[config.mk]
export PLATFORM = sky130hd
export DESIGN_NAME = uart_tx_fifo
export DESIGN_NICKNAME = d
export VERILOG_FILES = /design/src/rtl/uart_tx_fifo.sv
export SDC_FILE = /design/constraint.sdc
export NUM_CORES = 1
export LEC_CHECK = 0
export ABC_AREA = 1
export CAP_MARGIN = 10
export CELL_PAD_IN_SITES_DETAIL_PLACEMENT = 0
export CELL_PAD_IN_SITES_GLOBAL_PLACEMENT = 1
export CORE_MARGIN = 1.5
export CORE_UTILIZATION = 48
export CTS_CLUSTER_SIZE = 24
export DETAILED_ROUTE_END_ITERATION = 16
export PLACE_DENSITY_LB_ADDON = 0.15
export SETUP_SLACK_MARGIN = 0.3
export SLEW_MARGIN = 20
export SYNTH_ARGS = -nofsm -noshare
export SYNTH_HDL_FRONTEND = slang
export SYNTH_SLANG_ARGS = --single-unit
[constraint.sdc]
create_clock -name osc -period 5.8 [get_ports osc]
set_clock_uncertainty 0.1 [all_clocks]
set_input_delay 0.58 -clock osc [delete_from_list [all_inputs] [get_ports osc]]
set_output_delay 0.58 -clock osc [all_outputs]
set_load 0.01 [all_outputs]
[src/rtl/uart_tx_fifo.sv]
// uart_tx_fifo: UART transmitter (8N1) with a small byte FIFO in front of it.
// Sends status/telemetry bytes back to the host over the serial link.
//
// Build option: define TX_PARITY_EN to add an even-parity bit between the
// last data bit and the stop bit (frame becomes 11 bit periods).
//
// Parameters:
//   CLKRATE    oscillator frequency in Hz
//   BAUDRATE   serial bit rate; bit period DIV = CLKRATE/BAUDRATE (>= 2)
//   FIFO_DEPTH byte entries, power of 2, >= 2
//
// Ports:
//   osc        system clock, rising edge
//   rst        synchronous reset, active-high
//   tx_data    byte offered to the FIFO
//   tx_valid   producer offers tx_data this cycle
//   tx_ready   FIFO not full
//   tx         serial line, idle high, registered
//   busy       frame on the line or FIFO non-empty, registered
//   fifo_count bytes queued, excluding the byte being shifted
module uart_tx_fifo #(
   parameter int CLKRATE    = 12_000_000,
   parameter int BAUDRATE   = 9600,
   parameter int FIFO_DEPTH = 4
) (
   input  logic                          osc,
   input  logic                          rst,
   input  logic [7:0]                    tx_data,
   input  logic                          tx_valid,
   output logic                          tx_ready,
   output logic                          tx,
   output logic                          busy,
   output logic [$clog2(FIFO_DEPTH):0]   fifo_count
);

   localparam int DIV = CLKRATE / BAUDRATE;
   localparam int AW  = $clog2(FIFO_DEPTH);
   localparam int CW  = AW + 1;
   localparam int BW  = (DIV > 2) ? $clog2(DIV) : 1;

   if (DIV < 2) begin : g_bad_div
      $error("uart_tx_fifo: CLKRATE/BAUDRATE must be at least 2");
   end
   if (FIFO_DEPTH < 2 || (FIFO_DEPTH & (FIFO_DEPTH - 1)) != 0) begin : g_bad_depth
      $error("uart_tx_fifo: FIFO_DEPTH must be a power of 2 and at least 2");
   end

   localparam logic [2:0] ST_IDLE   = 3'd0;
   localparam logic [2:0] ST_START  = 3'd1;
   localparam logic [2:0] ST_DATA   = 3'd2;
   localparam logic [2:0] ST_STOP   = 3'd4;
`ifdef TX_PARITY_EN
   localparam logic [2:0] ST_PARITY = 3'd3;
`endif

   logic [7:0]    mem_q [FIFO_DEPTH];
   logic [AW-1:0] wr_q, rd_q;
   logic [CW-1:0] count_q, count_d;
   logic [2:0]    state_q, state_d;
   logic [BW-1:0] cnt_q, cnt_d;
   logic [2:0]    bit_q, bit_d;
   logic [7:0]    shift_q, shift_d;
   logic          tx_q, tx_d;
   logic          busy_q, busy_d;
   logic          push, pop, cnt_last;
`ifdef TX_PARITY_EN
   logic          par_q, par_d;
`endif

   assign tx_ready   = (count_q != CW'(FIFO_DEPTH));
   assign push       = tx_valid && tx_ready;
   assign cnt_last   = (cnt_q == BW'(DIV - 1));
   assign tx         = tx_q;
   assign busy       = busy_q;
   assign fifo_count = count_q;

   always_comb begin
      state_d = state_q;
      cnt_d   = cnt_q + BW'(1);
      bit_d   = bit_q;
      shift_d = shift_q;
      pop     = 1'b0;
`ifdef TX_PARITY_EN
      par_d   = par_q;
`endif
      case (state_q)
         ST_IDLE: begin
            cnt_d = '0;
            if (count_q != '0) begin
               pop     = 1'b1;
               state_d = ST_START;
               shift_d = mem_q[rd_q];
`ifdef TX_PARITY_EN
               par_d   = ^mem_q[rd_q];
`endif
            end
         end
         ST_START: begin
            if (cnt_last) begin
               state_d = ST_DATA;
               cnt_d   = '0;
               bit_d   = '0;
            end
         end
         ST_DATA: begin
            if (cnt_last) begin
               cnt_d   = '0;
               shift_d = {1'b0, shift_q[7:1]};
               bit_d   = bit_q + 3'd1;
               if (bit_q == 3'd7) begin
`ifdef TX_PARITY_EN
                  state_d = ST_PARITY;
`else
                  state_d = ST_STOP;
`endif
               end
            end
         end
`ifdef TX_PARITY_EN
         ST_PARITY: begin
            if (cnt_last) begin
               state_d = ST_STOP;
               cnt_d   = '0;
            end
         end
`endif
         ST_STOP: begin
            if (cnt_last) begin
               state_d = ST_IDLE;
               cnt_d   = '0;
            end
         end
         default: begin
            state_d = ST_IDLE;
            cnt_d   = '0;
         end
      endcase
   end

   // Line level follows the state held before the edge, so tx trails the FSM
   // by one clock (pop at N+1, start bit visible from N+2).
   always_comb begin
      case (state_q)
         ST_START:  tx_d = 1'b0;
         ST_DATA:   tx_d = shift_q[0];
`ifdef TX_PARITY_EN
         ST_PARITY: tx_d = par_q;
`endif
         default:   tx_d = 1'b1;
      endcase
   end

   always_comb begin
      count_d = count_q;
      if (push && !pop)
         count_d = count_q + CW'(1);
      else if (pop && !push)
         count_d = count_q - CW'(1);
   end

   assign busy_d = (state_q != ST_IDLE) || (count_q != '0);

   always_ff @(posedge osc) begin
      if (push)
         mem_q[wr_q] <= tx_data;
   end

   always_ff @(posedge osc) begin
      if (rst) begin
         wr_q    <= '0;
         rd_q    <= '0;
         count_q <= '0;
         state_q <= ST_IDLE;
         cnt_q   <= '0;
         bit_q   <= '0;
         shift_q <= '0;
         tx_q    <= 1'b1;
         busy_q  <= 1'b0;
`ifdef TX_PARITY_EN
         par_q   <= 1'b0;
`endif
      end else begin
         if (push)
            wr_q <= wr_q + AW'(1);
         if (pop)
            rd_q <= rd_q + AW'(1);
         count_q <= count_d;
         state_q <= state_d;
         cnt_q   <= cnt_d;
         bit_q   <= bit_d;
         shift_q <= shift_d;
         tx_q    <= tx_d;
         busy_q  <= busy_d;
`ifdef TX_PARITY_EN
         par_q   <= par_d;
`endif
      end
   end

endmodule

==> flow_summary_export.csv <==
group,metric,value,unit
status,status,"complete, but fails checks",
status,violations,"DRC",
critical_path,timing.rr.start,"fifo_count[1]",
floorplanning,die_h,85.06,um
global_routing,antenna_found_initial,0,
critical_path,arrival,2370,ps
logic_synthesis,yosys_warnings,0,
logic_synthesis,postSynthAreaPerCell,8.308,um2
timing,worst_pin_slew,803.2,ps
clocking,cts_buffers,9,
placed_design,hpwlAfterDp,4.284,mm
logic_synthesis,yosysTopAreaCellShare,29.73,%
critical_path,crit_type,"input port to flip-flop",
clocking,post_cts_resized,0,
critical_path,crit_path_end_kind,"flip-flop",
clocking,clock-sinks,68,
routing,via_count,2351,
routing,drt_first_pass_iters,11,
job,drv_cap,0,
logic_synthesis,async_flop_share,0,%
timing,finalSetupViolCount,0,
global_routing,grt_pass1_vias,2230,
global_routing,grt_max_degree,18,
logic_synthesis,synth_edf_count,32,
timing,rsz0062_at_grt,"no",
layout,final_cell_area,0.003603,mm2
logic_synthesis,synthCells,389,
timing,relSlewSlack,46.25,%
floorplanning,rows,29,
clocking,cts_tree,"done",
floorplanning,fp.coreArea,0.006422,mm2
critical_path,cp.required,5930,ps
clocking,cts_buffer_depth,2,
critical_path,cp_top_family,"buffers and inverters",
routing,routed_wl,6.108,mm
critical_path,crit_start,"tx_valid",
min_path,min-delay-start,"bit_q[2]",
clocking,postCtsHoldBufs,0,
power,p_leak,1.578,nW
layout,fin_util,56.11,%
layout,final_cell_mix,"nand2_1 (96), inv_1 (69), nor2_1 (44), dfxtp_1 (36), nand3_1 (33)",
clocking,clock_latency,340,ps
clocking,ctsRootBufferMaster,"clkbuf_8",
logic_synthesis,synthesis.area,0.003232,mm2
logic_synthesis,ys_ff_latch,68,
timing,maxSlewViolCount,0,
placed_design,io_buffers,16,
placed_design,place_inst,473,
routing,drtIter0Drc,95,
layout,drive_gt1_share,8.981,%
critical_path,r2r-end,"fifo_count[2]",
clocking,post_cts_buffers,0,
power,power.density,421.8,mW/mm2
routing,via_per_inst,4.808,
layout,layout_commonest_cell,"nand2_1",
floorplanning,fp.dieArea,0.007234,mm2
layout,diodes,0,
critical_path,crit_chain,"clkdlybuf4s50_1 > nand2_1 > inv_1 > ha_1 > inv_1 > fa_1 > a21oi_1 > o21ai_0 > o21ai_0 > a21oi_1",
critical_path,cp-start-kind,"input port",
timing,max_freq,445.5,MHz
logic_synthesis,synth_area_leaders,"edfxtp_1 (30%), dfxtp_1 (22%), nand2_1 (11%), inv_1 (8.0%), nand3_1 (5.1%)",
timing,fin_crit_sh,38.70,%
logic_synthesis,seq_area_frac_synth,52.03,%
routing,antenna_left,0,
critical_path,crit_slowest_cell,"clkdlybuf4s50_1",
critical_path,cp_max_fo,9,
min_path,hp-class,"flip-flop to flip-flop",
global_routing,track_usage,18.71,%
min_path,hold_depth,2,
critical_path,ff2ff_path_depth,10,
timing,finalHoldViolCount,0,
layout,synthToLayoutAreaGrowth,11.50,%
placed_design,placed_area,0.003422,mm2
routing,drc_errors,2,
logic_synthesis,synthDistinctLibCells,32,
logic_synthesis,synth_fp_nets,410,
logic_synthesis,yosys.area.top_type,"edfxtp_1",
floorplanning,boundaryPins,17,
critical_path,max_stage_delay,450,ps
critical_path,regToRegSetupSlack,3610,ps
global_routing,grt_pass1_wl,10.47,mm
clocking,path_clk_slew,70,ps
floorplanning,die_w,85.06,um
min_path,min_to,"bit_q[2]",
critical_path,cp_num_buf_inv,3,
clocking,h-tree-depth,3,
floorplanning,start_util,50.32,%
routing,post_drt_wl_per_cell,12.49,um
placed_design,gp_congestion,0.7741,
layout,finalNetCount,428,
timing,min_period,2245,ps
logic_synthesis,synth-main-ff-cell,"dfxtp_1",
global_routing,grt_overflow,0,
power,vdd_drop_max,0.2025,mV
layout,final_cell_count_no_fill,489,
timing,fin_setup_tns,0,ps
-- routing by layer --
metal,vias up,GRT usage [%],wire (um)
met3,9,3.502,126
met4,0,8.495,105
met5,-,0,0
li1,1246,-,-
met2,29,29.08,2768
met1,1067,25.47,3108
-- flip-flops by register name, indices dropped and copies added (netlist names), named ones only --
| register | cells |
|---|---|
| state_q | 3 |
| tx | 1 |
| cnt_q | 11 |
| bit_q | 3 |
| shift_q | 8 |
| fifo_count | 3 |
| wr_q | 2 |
| mem_q | 32 |
| rd_q | 2 |
| busy | 1 |
-- worst max-delay path by stage --
| stage | depth (start not counted) | end | slack (ps) |
|---|---|---|---|
| 6_report | 10 | fifo_count[2] | 3560 |
| 5_1_grt | 10 | fifo_count[2] | 3420 |
| 4_1_cts | 10 | fifo_count[2] | 3570 |
| 3_5_place_dp | 10 | fifo_count[2] | 3210 |
| 3_3_place_gp | 10 | fifo_count[2] | 3260 |
| 2_1_floorplan | 11 | fifo_count[2] | 3730 |
-- worst min-delay path: stages, from the launching register on --
cell and delay (ps):
dfxtp_1 320, nand2_1 60, a21oi_1 60
-- report_power, final --
part	switching, W	internal (W)	leakage (nW)	total [W]
logic	0.000322	0.000189	0.901	0.000511
registers	0.0000640	0.000582	0.588	0.000646
clock network	0.000171	0.000192	0.0892	0.000363
-- cell usage after synthesis, types with 3 or more instances --
master	number
a21oi_1	11
buf_2	5
buf_6	3
dfxtp_1	36
edfxtp_1	32
ha_1	9
inv_1	69
inv_2	3
nand2_1	96
nand2_2	6
nand3_1	33
nand3_2	5
nor2_1	44
nor2_2	3
nor3_1	3
o21ai_0	9
xor2_1	3
-- cell type report --
cell class,count,area (um2)
clock inverters,7,57.56
repair buffers,16,160.2
multi-input cells,238,1202
clock buffers,9,123.9
well taps,77,96.34
inverters,74,281.5
fillers,610,2819
flip-flops and latches,68,1682
-- kinds of logic after synthesis --
kind of cell	after synthesis	synth area share [%]
xor gates and xnor gates	5	1.355
and+or+nand+nor	198	27.57
DFF	68	52.03
adders and majority gates	10	4.104
AOI/OAI and AO/OA	25	4.181
buffers and inverters	83	10.76
-- stage by stage --
stage,hold WS [ps],total power [W],setup WS (ps)
after floorplan,348.0,0.001047,3728
after global placement,359.0,0.001167,3259
after detailed placement,368.0,0.001173,3211
after CTS,379.7,0.001539,3570
after global routing,419.5,0.001636,3418
final,374.2,0.001520,3555
Power figures use the tool's default switching activity.
